`src/rtl/launcher_pkg.sv`:
```
// launcher_pkg: definitions shared by the program launcher and its interface.
//   - state_t / S_* : launcher FSM state encoding (IDLE, LAUNCH, RUN, GAP, FIN)
//   - PROG_IDX_W    : width of the program index
package launcher_pkg;

  localparam int unsigned PROG_IDX_W = 2;

  typedef logic [2:0] state_t;

  localparam state_t S_IDLE   = 3'd0;
  localparam state_t S_LAUNCH = 3'd1;
  localparam state_t S_RUN    = 3'd2;
  localparam state_t S_GAP    = 3'd3;
  localparam state_t S_FIN    = 3'd4;

endpackage

```
`src/rtl/prog_launcher_if.sv`:
```
// prog_launcher_if: host/processor handshake bundle around the launcher.
//   Go         host -> launcher   launch request
//   Done       core -> launcher   program-complete level
//   Start      launcher -> core   start strobe
//   ProgIdx    launcher -> host   current / last program index
//   CycleCount launcher -> host   cycles spent by last program
//   CountValid launcher -> host   one-cycle update strobe for CycleCount
//   Busy, AllDone, TimedOut       launcher status
// Modports: master = launcher side, slave = host/core side.
interface prog_launcher_if
  import launcher_pkg::*;
#(
  parameter int unsigned CNT_W = 16
);
  logic                  Go;
  logic                  Done;
  logic                  Start;
  logic [PROG_IDX_W-1:0] ProgIdx;
  logic [CNT_W-1:0]      CycleCount;
  logic                  CountValid;
  logic                  Busy;
  logic                  AllDone;
  logic                  TimedOut;

  modport master (
    input  Go, Done,
    output Start, ProgIdx, CycleCount, CountValid, Busy, AllDone, TimedOut
  );

  modport slave (
    output Go, Done,
    input  Start, ProgIdx, CycleCount, CountValid, Busy, AllDone, TimedOut
  );
endinterface

```
`src/rtl/prog_launcher.sv`:
```
// prog_launcher: runs NUM_PROGS programs back-to-back on the processor.
// For each program it holds Start high for START_HOLD cycles, counts the
// cycles until Done, reports the count, then leaves one idle cycle before
// the next launch.
// Ports:
//   Clk   : clock, rising edge
//   Reset : asynchronous active-high reset
//   bus   : prog_launcher_if.master (Go/Done in, status and Start out)
// Build option: define PROG_LAUNCHER_TIMEOUT_EN to enable the RUN watchdog
// (TIMEOUT_CYC cycles); otherwise RUN waits for Done forever and TimedOut
// stays 0.
module prog_launcher
  import launcher_pkg::*;
#(
  parameter int unsigned NUM_PROGS   = 3,
  parameter int unsigned START_HOLD  = 2,
  parameter int unsigned CNT_W       = 16,
  parameter int unsigned TIMEOUT_CYC = 4096
) (
  input  logic             Clk,
  input  logic             Reset,
  prog_launcher_if.master  bus
);

  localparam int unsigned           HOLD_W    = $clog2(START_HOLD + 1);
  localparam logic [HOLD_W-1:0]     HOLD_LAST = HOLD_W'(START_HOLD - 1);
  localparam logic [PROG_IDX_W-1:0] LAST_IDX  = PROG_IDX_W'(NUM_PROGS - 1);
  localparam logic [CNT_W-1:0]      TO_LAST   = CNT_W'(TIMEOUT_CYC - 1);
  localparam logic [CNT_W-1:0]      TO_COUNT  = CNT_W'(TIMEOUT_CYC);
  localparam logic [CNT_W-1:0]      CNT_MAX   = {CNT_W{1'b1}};
`ifdef PROG_LAUNCHER_TIMEOUT_EN
  localparam bit TO_EN = 1'b1;
`else
  localparam bit TO_EN = 1'b0;
`endif

  state_t                state_r;
  state_t                state_nxt_s;
  logic [HOLD_W-1:0]     hold_cnt_r;
  logic [CNT_W-1:0]      cyc_cnt_r;
  logic [CNT_W-1:0]      cnt_inc_s;
  logic [PROG_IDX_W-1:0] prog_idx_r;
  logic [CNT_W-1:0]      cycle_count_r;
  logic                  count_valid_r;
  logic                  start_r;
  logic                  busy_r;
  logic                  all_done_r;
  logic                  timed_out_r;
  logic                  done_hit_s;
  logic                  timeout_hit_s;
  logic                  go_accept_s;

  // Done counts only in RUN; the core is stalled while Start is high.
  assign done_hit_s    = (state_r == S_RUN) && bus.Done;
  // Watchdog fires only when Done is absent, so Done wins a tie.
  assign timeout_hit_s = TO_EN && (state_r == S_RUN) && !bus.Done && (cyc_cnt_r == TO_LAST);
  assign go_accept_s   = ((state_r == S_IDLE) || (state_r == S_FIN)) && bus.Go;
  // Count including the current cycle, saturating instead of wrapping.
  assign cnt_inc_s     = (cyc_cnt_r == CNT_MAX) ? CNT_MAX : (cyc_cnt_r + CNT_W'(1));

  // Next-state logic of the launch sequencer.
  always_comb begin
    state_nxt_s = state_r;
    case (state_r)
      S_IDLE: begin
        if (bus.Go) state_nxt_s = S_LAUNCH;
        else        state_nxt_s = S_IDLE;
      end
      S_LAUNCH: begin
        if (hold_cnt_r == HOLD_LAST) state_nxt_s = S_RUN;
        else                         state_nxt_s = S_LAUNCH;
      end
      S_RUN: begin
        if (done_hit_s || timeout_hit_s) state_nxt_s = S_GAP;
        else                             state_nxt_s = S_RUN;
      end
      S_GAP: begin
        if (prog_idx_r == LAST_IDX) state_nxt_s = S_FIN;
        else                        state_nxt_s = S_LAUNCH;
      end
      S_FIN: begin
        if (bus.Go) state_nxt_s = S_LAUNCH;
        else        state_nxt_s = S_FIN;
      end
      default: state_nxt_s = S_IDLE;
    endcase
  end

  // State register and state-decoded registered outputs.
  always_ff @(posedge Clk or posedge Reset) begin
    if (Reset) begin
      state_r    <= S_IDLE;
      start_r    <= 1'b0;
      busy_r     <= 1'b0;
      all_done_r <= 1'b0;
    end else begin
      state_r    <= state_nxt_s;
      start_r    <= (state_nxt_s == S_LAUNCH);
      busy_r     <= (state_nxt_s != S_IDLE);
      all_done_r <= (state_nxt_s == S_FIN);
    end
  end

  // Start-hold and RUN cycle counters; both sit at 0 outside their state.
  always_ff @(posedge Clk or posedge Reset) begin
    if (Reset) begin
      hold_cnt_r <= '0;
      cyc_cnt_r  <= '0;
    end else begin
      if (state_r == S_LAUNCH) hold_cnt_r <= hold_cnt_r + HOLD_W'(1);
      else                     hold_cnt_r <= '0;
      if (state_r == S_RUN) cyc_cnt_r <= cnt_inc_s;
      else                  cyc_cnt_r <= '0;
    end
  end

  // Program index: cleared by an accepted Go, advanced in GAP.
  always_ff @(posedge Clk or posedge Reset) begin
    if (Reset) begin
      prog_idx_r <= '0;
    end else if (go_accept_s) begin
      prog_idx_r <= '0;
    end else if ((state_r == S_GAP) && (prog_idx_r != LAST_IDX)) begin
      prog_idx_r <= prog_idx_r + PROG_IDX_W'(1);
    end else begin
      prog_idx_r <= prog_idx_r;
    end
  end

  // Result capture, update strobe and sticky watchdog flag.
  always_ff @(posedge Clk or posedge Reset) begin
    if (Reset) begin
      cycle_count_r <= '0;
      count_valid_r <= 1'b0;
      timed_out_r   <= 1'b0;
    end else begin
      count_valid_r <= done_hit_s || timeout_hit_s;
      if (done_hit_s)         cycle_count_r <= cnt_inc_s;
      else if (timeout_hit_s) cycle_count_r <= TO_COUNT;
      else                    cycle_count_r <= cycle_count_r;
      if (go_accept_s)        timed_out_r <= 1'b0;
      else if (timeout_hit_s) timed_out_r <= 1'b1;
      else                    timed_out_r <= timed_out_r;
    end
  end

  assign bus.Start      = start_r;
  assign bus.ProgIdx    = prog_idx_r;
  assign bus.CycleCount = cycle_count_r;
  assign bus.CountValid = count_valid_r;
  assign bus.Busy       = busy_r;
  assign bus.AllDone    = all_done_r;
  assign bus.TimedOut   = timed_out_r;

endmodule
```
`src/flat_wrapper.sv`:
```
// flat-port wrapper written by rule: the top's interface ports become plain ports
module prog_launcher_flat import launcher_pkg::*;
#(
  parameter int unsigned NUM_PROGS   = 3,
  parameter int unsigned START_HOLD  = 2,
  parameter int unsigned CNT_W       = 16,
  parameter int unsigned TIMEOUT_CYC = 4096
)
  (Clk, Reset, bus_Go, bus_Done, bus_Start, bus_ProgIdx, bus_CycleCount, bus_CountValid, bus_Busy, bus_AllDone, bus_TimedOut);
  prog_launcher_if #(.CNT_W(CNT_W)) bus_i ();
  input  logic Clk;
  input  logic Reset;
  input wire logic [$bits(bus_i.Go)-1:0] bus_Go;
  input wire logic [$bits(bus_i.Done)-1:0] bus_Done;
  output wire logic [$bits(bus_i.Start)-1:0] bus_Start;
  output wire logic [$bits(bus_i.ProgIdx)-1:0] bus_ProgIdx;
  output wire logic [$bits(bus_i.CycleCount)-1:0] bus_CycleCount;
  output wire logic [$bits(bus_i.CountValid)-1:0] bus_CountValid;
  output wire logic [$bits(bus_i.Busy)-1:0] bus_Busy;
  output wire logic [$bits(bus_i.AllDone)-1:0] bus_AllDone;
  output wire logic [$bits(bus_i.TimedOut)-1:0] bus_TimedOut;
  assign bus_i.Go = bus_Go;
  assign bus_i.Done = bus_Done;
  assign bus_Start = bus_i.Start;
  assign bus_ProgIdx = bus_i.ProgIdx;
  assign bus_CycleCount = bus_i.CycleCount;
  assign bus_CountValid = bus_i.CountValid;
  assign bus_Busy = bus_i.Busy;
  assign bus_AllDone = bus_i.AllDone;
  assign bus_TimedOut = bus_i.TimedOut;
  prog_launcher #(.NUM_PROGS(NUM_PROGS), .START_HOLD(START_HOLD), .CNT_W(CNT_W), .TIMEOUT_CYC(TIMEOUT_CYC)) u_core (.Clk(Clk), .Reset(Reset), .bus(bus_i));
endmodule
```
`config.mk`:
```
export PLATFORM = sky130hd
export DESIGN_NAME = prog_launcher_flat
export DESIGN_NICKNAME = d
export VERILOG_FILES = /design/src/rtl/launcher_pkg.sv /design/src/rtl/prog_launcher_if.sv /design/src/rtl/prog_launcher.sv /design/src/flat_wrapper.sv
export SDC_FILE = /design/constraint.sdc
export NUM_CORES = 1
export LEC_CHECK = 0
export CAP_MARGIN = 10
export CORE_UTILIZATION = 25
export CTS_CLUSTER_DIAMETER = 50
export DETAILED_ROUTE_END_ITERATION = 6
export SLEW_MARGIN = 25
export SYNTH_ARGS = -nofsm -noshare
export SYNTH_HDL_FRONTEND = slang
export SYNTH_SLANG_ARGS = --single-unit
```
`constraint.sdc`:
```
create_clock -name Clk -period 2 [get_ports Clk]
set_clock_uncertainty 0.05 [all_clocks]
set_input_delay 0.5 -clock Clk [delete_from_list [all_inputs] [get_ports Clk]]
set_output_delay 0.5 -clock Clk [all_outputs]
set_load 0.01 [all_outputs]
```
==> metrics.md, run 1 <==
| Metric | Value |
|---|---|
| Final period utilization | `0.934` |
| Cell Area, Synth | `1890 sq um` |
| Reg2Reg Depth | `4` |
| Syn_nets | `198` |
| Reg clk slew, reported paths | `0.08 ns` |
| DRC | `0` |
| Top delay family on crit path | `simple AND/OR/NAND/NOR gates` |
| Die Y-Extent | `89.0 um` |
| Die Area | `7930 sq um` |
| Synth Flop Type | `dfrtp_1` |
| Fin crit period | `1.87 ns` |
| Share of layout cells above drive strength 1 | `0.112` |
| Fin. max-slew vios | `0` |
| Cells after Synth | `191` |
| Worst path max stage delay | `0.59 ns` |
| Hold path depth | `1` |
| Syn Area/Cell | `9.92 sq um` |
| Final instance area | `2400 sq um` |
| Net count reported at finish | `230` |
| Largest net degree at the start of global routing | `44` |
| I/O pin cnt | `27` |
| Arrival time worst endpoint | `2.03 ns` |
| Post-cts resize count | `0` |
| R2r setup slk | `0.13 ns` |
| Setup TNS Final | `0 ns` |
| Ranking of synthesized cells by area | `dfrtp_1 (57%), nor2_1 (4.4%), nand2_1 (4.2%)` |
| Total grt overflow | `0` |
| Seq/Total Area, Yosys | `0.568` |
| Initial antenna violation count | `0` |
| H-tree levels | `2` |
| Sequential cell area | `1080 sq um` |
| Reg2reg start | `u_core.cyc_cnt_r[4]$_DFF_PP0_` |
| Most common cell in the synthesized netlist | `dfrtp_1` |
| I/O Buffers | `25` |
| ANT cells | `0` |
| CP endpoint kind | `flip-flop` |
| CP Capture Point | `u_core.cyc_cnt_r[15]$_DFF_PP0_` |
| Via density | `4.53` |
| Vias in the first global route | `1,399` |
| Number of enable flip-flop cells after synthesis | `0` |
| Clk root buf | `clkbuf_8` |
| Leak Pwr | `0.968 nW` |
| Synth area leader | `dfrtp_1` |
| Register bit total from synthesis | `43` |
| Post-CTS Setup Inserts | `0` |
| Clk Latency, worst-skew pair | `0.29 ns` |
| Hold Fails Final Rpt | `0` |
| Unrepaired setup endpoints after global routing | `false` |
| First-pass GRT wire length | `6400 um` |
| CTS sink count | `43` |
| Yosys cell types | `37` |
| Total GRT Usage | `0.105` |
| Total CTS buffers | `5` |
| Critical-path cell list | `nand4_4, or4_4, or3_1, a31oi_1` |
| Die X-Extent | `89.0 um` |
| Fillers | `774` |
| Final Util | `0.330` |
| Critical Path Start | `u_core.cyc_cnt_r[4]$_DFF_PP0_` |
| Top cell type's share of synthesized area | `0.568` |
| Cell area power density | `951 nW/um^2` |
| Row cnt | `31` |
| Most instantiated cells after synthesis | `dfrtp_1 (43), nor2_1 (22), nand2_1 (21)` |
| Initial drt markers | `89` |
| R2R Path End | `u_core.cyc_cnt_r[15]$_DFF_PP0_` |
| Worst Path Class, Setup | `flip-flop to flip-flop` |
| Overall routed net length | `3790 um` |
| Crit. path cell count | `4` |
| Type of the most critical hold path | `flip-flop to flip-flop` |
| F_max | `0.535 GHz` |
| Routability-driven placement congestion ratio | `0.770` |
| CTS tree | `yes` |
| Peak supply drop | `0.210 mV` |
| Via Count | `1,460` |
| FFs w/ async S/R, synth | `1.00` |
| CTS Hold Bufs | `0` |
| Placed inst area | `2310 sq um` |
| Synth-to-layout area growth | `26.9%` |
| Finish-stage setup viols | `0` |
| Router iterations before antenna repair | `4` |
| Syn. warnings | `0` |
| Outcome | `completed` |
| Starting Density | `0.260` |
| Antenna Nets Post-Route | `0` |
| Crit path max fanout | `8` |
| Final hold slack | `0.379 ns` |
| Crit path required time | `2.16 ns` |
| HPWL Detailed | `2710 um` |
| Area of the multi-input gates | `768 sq um` |
| Worst path bufs/invs | `0` |
| Clk buf depth | `2` |
| Max Cap Viol | `0` |
| Core box area | `7290 sq um` |
| Wire per inst | `11.8 um` |
| CP max stage cell | `or4_4` |
| CP startpoint kind | `flip-flop` |
==> per-layer routing <==
metal | GRT usage | routed length (um) | part of all wire | vias up
met5 | 0 | 0 | 0 | -
met4 | 0.0563 | 78 | 0.021 | 0
met3 | 0.0277 | 179 | 0.047 | 6
met2 | 0.160 | 1670 | 0.44 | 35
met1 | 0.138 | 1860 | 0.49 | 685
li1 | - | - | - | 734
==> layout make-up <==
class / count / share of cell area
multi-input combinational: 134 / 0.320
clock inverter: 1 / 0.00208
timing repair buffer: 33 / 0.134
inverter: 6 / 0.00937
sequential: 43 / 0.449
tap: 99 / 0.0515
clock buffer: 6 / 0.0344
==> worst register-to-register path, delay by kind of cell, from the launching register on <==
family | cells | cell delay (ns)
DFF | 1 | 0.44
and+or+nand+nor | 3 | 1.11
AOI/OAI and AO/OA | 1 | 0.18
==> power by group <==
group          leakage, nW  switching (mW)  internal [mW]
clock network       0.0470           0.270          0.271
logic                0.347           0.300          0.333
registers            0.574           0.102           1.01
total                0.968           0.672           1.61
==> sequential cells by signal (all words and copies together) (netlist names) <==
register,cells
u_core.bus.ProgIdx,2
u_core.bus.CountValid,1
u_core.bus.Start,1
u_core.bus.CycleCount,16
u_core.bus.Busy,1
u_core.state_r,3
u_core.hold_cnt_r,2
u_core.bus.AllDone,1
u_core.cyc_cnt_r,16
==> logic make-up after synthesis <==
| family | Yosys count | synth area share |
|---|---|---|
| flops | 43 | 0.568 |
| buf+inv | 14 | 0.0297 |
| xor+xnor | 5 | 0.0231 |
| simple gates | 79 | 0.213 |
| fa+ha+maj | 3 | 0.0198 |
| compound gates | 44 | 0.134 |
| other cells | 1 | 0.00198 |
| mux | 2 | 0.0106 |
==> through the flow <==
stage	worst slack (ns)	cells	power, mW
2_1_floorplan	0.245	191	1.48
3_3_place_gp	0.174	315	1.76
3_5_place_dp	0.0977	315	1.77
4_1_cts	0.0734	322	2.33
5_1_grt	0.0203	322	2.46
6_report	0.132	322	2.29
==> placed cells by master (no fill, tap or decap), types with 2 or more instances in the layout <==
cell type	n
nand2_1	21
or3_1	3
nand3b_1	2
a31oi_1	8
nand2b_1	2
xnor2_1	4
dfrtp_2	2
clkdlybuf4s50_1	25
ha_1	3
clkbuf_8	6
a21oi_1	13
o21ai_0	15
nand3_1	11
or3b_2	2
buf_4	7
o31ai_1	2
mux2i_1	2
dfrtp_1	41
inv_1	5
nor3_1	6
nor2_1	22
nor4_1	2
==> worst min-delay path by stage <==
stage          slack (ns)                             end                            from
5_1_grt              0.40  u_core.hold_cnt_r[0]$_DFF_PP0_  u_core.hold_cnt_r[0]$_DFF_PP0_
3_5_place_dp         0.37  u_core.hold_cnt_r[0]$_DFF_PP0_  u_core.hold_cnt_r[0]$_DFF_PP0_
6_report             0.38  u_core.hold_cnt_r[0]$_DFF_PP0_  u_core.hold_cnt_r[0]$_DFF_PP0_
4_1_cts              0.38  u_core.hold_cnt_r[0]$_DFF_PP0_  u_core.hold_cnt_r[0]$_DFF_PP0_
2_1_floorplan        0.36  u_core.hold_cnt_r[0]$_DFF_PP0_  u_core.hold_cnt_r[0]$_DFF_PP0_
3_3_place_gp         0.37  u_core.hold_cnt_r[0]$_DFF_PP0_  u_core.hold_cnt_r[0]$_DFF_PP0_
Power figures use the tool's default switching activity.
==> run 2: changes to the inputs <==
Settings changed: ABC_AREA set to 1, CAP_MARGIN 10 to 25.
Clock period 2 ns to 1.7 ns, I/O delays scaled along.
==> run 2 against run 1 <==
  * Core utilization fell by 0.12 points
  * Sequential power rose by 9%
  * Area after synthesis rose by 10%
  * Synthesized cell count increased by 29%
  * First-iteration DRC count up 29%
  * Wire length up 14%
  * Clock power increased by 17%
  * Register-to-register slack improved by 0.02 ns
  * Largest cell class unchanged
==> metrics.md, run 2 <==
| Metric | Value |
|---|---|
| I/O pin cnt | `27 (unchanged)` |
| Cell Area, Synth | `2090 sq um (was 1890 sq um)` |
| Syn Area/Cell | `8.50 sq um (was 9.92 sq um)` |
| Syn. warnings | `0 (unchanged)` |
| Total grt overflow | `0 (unchanged)` |
| CP endpoint kind | `output pin (was flip-flop)` |
| Vias in the first global route | `1,609 (was 1,399)` |
| HPWL Detailed | `3300 um (was 2710 um)` |
| Initial drt markers | `115 (was 89)` |
| Hold Fails Final Rpt | `0 (unchanged)` |
| Most frequent cells in the layout | `nand2_1 (71), dfrtp_1 (43), inv_1 (29) (was dfrtp_1 (41), clkdlybuf4s50_1 (25), nor2_1 (22))` |
| CP max stage cell | `clkdlybuf4s50_1 (was or4_4)` |
| Design Power | `2.42 mW (was 2.29 mW)` |
| Fin cells | `382 (was 322)` |
| Critical-path cell list | `clkdlybuf4s50_1 (was nand4_4, or4_4, or3_1, a31oi_1)` |
| Via density | `4.22 (was 4.53)` |
| Die Area | `8740 sq um (was 7930 sq um)` |
| Placed Cells | `374 (was 315)` |
| Finish-stage setup viols | `0 (unchanged)` |
| Area of the multi-input gates | `858 sq um (was 768 sq um)` |
| Clk root buf | `clkbuf_8 (unchanged)` |
| Arrival time worst endpoint | `1.18 ns (was 2.03 ns)` |
| Worst Path Class, Setup | `flip-flop to output pin (was flip-flop to flip-flop)` |
| Most common cell in the synthesized netlist | `nand2_1 (was dfrtp_1)` |
| Die Y-Extent | `93.5 um (was 89.0 um)` |
| Ranking of synthesized cells by area | `dfrtp_1 (51%), nand2_1 (13%), inv_1 (5.2%) (was dfrtp_1 (57%), nor2_1 (4.4%), nand2_1 (4.2%))` |
| Net count reported at finish | `286 (was 230)` |
| Wire per inst | `11.3 um (was 11.8 um)` |
| Cell area power density | `928 nW/um^2 (was 951 nW/um^2)` |
| Overall routed net length | `4330 um (was 3790 um)` |
| Max Cap Viol | `0 (unchanged)` |
| ANT cells | `0 (unchanged)` |
| Type of the most critical hold path | `flip-flop to flip-flop (unchanged)` |
| Syn_nets | `253 (was 198)` |
| Most instantiated cells after synthesis | `nand2_1 (71), dfrtp_1 (43), inv_1 (29) (was dfrtp_1 (43), nor2_1 (22), nand2_1 (21))` |
| Crit path max fanout | `2 (was 8)` |
| Initial antenna violation count | `0 (unchanged)` |
| FFs w/ async S/R, synth | `1.00 (unchanged)` |
| Die X-Extent | `93.5 um (was 89.0 um)` |
| Unrepaired setup endpoints after global routing | `false (unchanged)` |
| Largest net degree at the start of global routing | `44 (unchanged)` |
| Fin crit period | `1.65 ns` |
| Commonest non-fill, non-tap cell in the layout | `nand2_1 (was dfrtp_1)` |
| Crit path required time | `1.22 ns (was 2.16 ns)` |
| Starting Density | `0.264 (was 0.260)` |
| Setup TNS Final | `0 ns (unchanged)` |
| H-tree levels | `2 (unchanged)` |
| Worst path max stage delay | `0.53 ns (was 0.59 ns)` |
| Antenna Nets Post-Route | `0 (unchanged)` |
| Seq/Total Area, Yosys | `0.514 (was 0.568)` |
| I/O Buffers | `25 (unchanged)` |
| DRC | `0 (unchanged)` |
| Routability-driven placement congestion ratio | `0.830 (was 0.770)` |
| F_max | `0.604 GHz` |
| Via Count | `1,611 (was 1,460)` |
| Outcome | `completed (unchanged)` |
| Yosys cell types | `30 (was 37)` |
| Fin. max-slew vios | `0 (unchanged)` |
| Cells after Synth | `246 (was 191)` |
| Leak Pwr | `1.54 nW (was 0.968 nW)` |
| Total GRT Usage | `0.114 (was 0.105)` |
| Final period utilization | `0.973` |
| Row cnt | `32 (was 31)` |
| First-pass GRT wire length | `7750 um (was 6400 um)` |
| Top cell type's share of synthesized area | `0.514 (was 0.568)` |
| Core box area | `7930 sq um (was 7290 sq um)` |
| Clk buf depth | `2 (unchanged)` |
| Clk Latency, worst-skew pair | `0.29 ns (about the same)` |
| CTS sink count | `43 (unchanged)` |
| Router iterations before antenna repair | `4 (unchanged)` |
| Synth area leader | `dfrtp_1 (unchanged)` |
| Synth-to-layout area growth | `24.5% (was 26.9%)` |
| Sequential cell area | `1080 sq um (about the same)` |
| Peak supply drop | `0.443 mV (was 0.210 mV)` |
| Total CTS buffers | `5 (unchanged)` |
| CTS tree | `yes (unchanged)` |
| Fillers | `861 (was 774)` |
| Synth Flop Type | `dfrtp_1 (unchanged)` |
| Share of layout cells above drive strength 1 | `0.150 (was 0.112)` |
| Reg clk slew, reported paths | `0.08 ns (about the same)` |
| Register bit total from synthesis | `43 (unchanged)` |
| Worst path bufs/invs | `1 (was 0)` |
| CP startpoint kind | `flip-flop (unchanged)` |
| Top delay family on crit path | `buffers and inverters (was simple AND/OR/NAND/NOR gates)` |
| Number of enable flip-flop cells after synthesis | `0 (unchanged)` |
-- run 2: changes by cell type after synthesis, sizes merged, moves of 7 or more --
cell,delta
clkbuf,-7
nand2,+57
nor2,+11
inv,+29
a31oi,-8
a21oi,-9
-- run 2: area by class of cell --
class / count / area share
clock buffer: 6 / 0.0279
clock inverter: 2 / 0.00481
inverter: 34 / 0.0490
multi-input combinational: 165 / 0.330
sequential: 43 / 0.413
tap: 102 / 0.0490
timing repair buffer: 30 / 0.126
-- run 2: layer usage --
layer	share of wire	global-route usage	wire [um]
met1	0.49	0.155	2120
met2	0.45	0.173	1970
met3	0.039	0.0252	169
met4	0.017	0.0500	72
met5	0	0	0
-- run 2: timing repair --
action / 4_1_cts / 5_1_grt
cloned: 0 / 0
buffers inserted: 0 / 0
pin swaps: 0 / 0
setup endpoints to repair: 3 / 14
gates resized for setup: 3 / 16
hold buffers: 0 / 0
-- run 2: logic make-up after synthesis --
logic type / count (synthesis) / synth area share
buffers and inverters: 38 / 0.0777
flip-flops: 43 / 0.514
XOR/XNOR: 7 / 0.0293
adder cells (fa/ha/maj): 3 / 0.0179
AO/OA/AOI/OAI: 20 / 0.0592
other: 1 / 0.00179
AND/OR/NAND/NOR: 134 / 0.300
-- run 2: path summary, 6_finish.rpt --
kind / cells after the start / from / endpoint / slack (ns)
setup / recovery: 1 / u_core.bus.CycleCount[14]$_DFFE_PP0P_ / bus_CycleCount[14] / 0.05
hold / removal: 1 / u_core.hold_cnt_r[0]$_DFF_PP0_ / u_core.hold_cnt_r[0]$_DFF_PP0_ / 0.38
setup reg to reg: 9 / u_core.cyc_cnt_r[0]$_DFF_PP0_ / u_core.bus.CycleCount[10]$_DFFE_PP0P_ / 0.15
hold reg to reg: 1 / u_core.hold_cnt_r[0]$_DFF_PP0_ / u_core.hold_cnt_r[0]$_DFF_PP0_ / 0.38
max in group asynchronous: 3 / Reset / u_core.bus.CycleCount[12]$_DFFE_PP0P_ / 0.96
min in group asynchronous: 3 / Reset / u_core.bus.AllDone$_DFF_PP0_ / 0.43
-- run 2: power by group --
group	total, mW	internal (mW)	switching [mW]
Sequential	1.21	1.14	0.0700
Combinational	0.576	0.244	0.332
Clock	0.635	0.287	0.348
Total	2.42	1.67	0.749
-- run 2: per-stage QoR --
stage / cell area (sq um) / util / worst slack (ns) / hold slack (ns)
2_1_floorplan: 2090 / - / 0.222 / 0.357
3_3_place_gp: 2480 / 0.313 / 0.121 / 0.368
3_5_place_dp: 2480 / 0.313 / 0.0930 / 0.383
4_1_cts: 2570 / 0.324 / 0.00277 / 0.388
5_1_grt: 2600 / 0.328 / 0.00573 / 0.401
6_report: 2600 / 0.328 / 0.0456 / 0.384
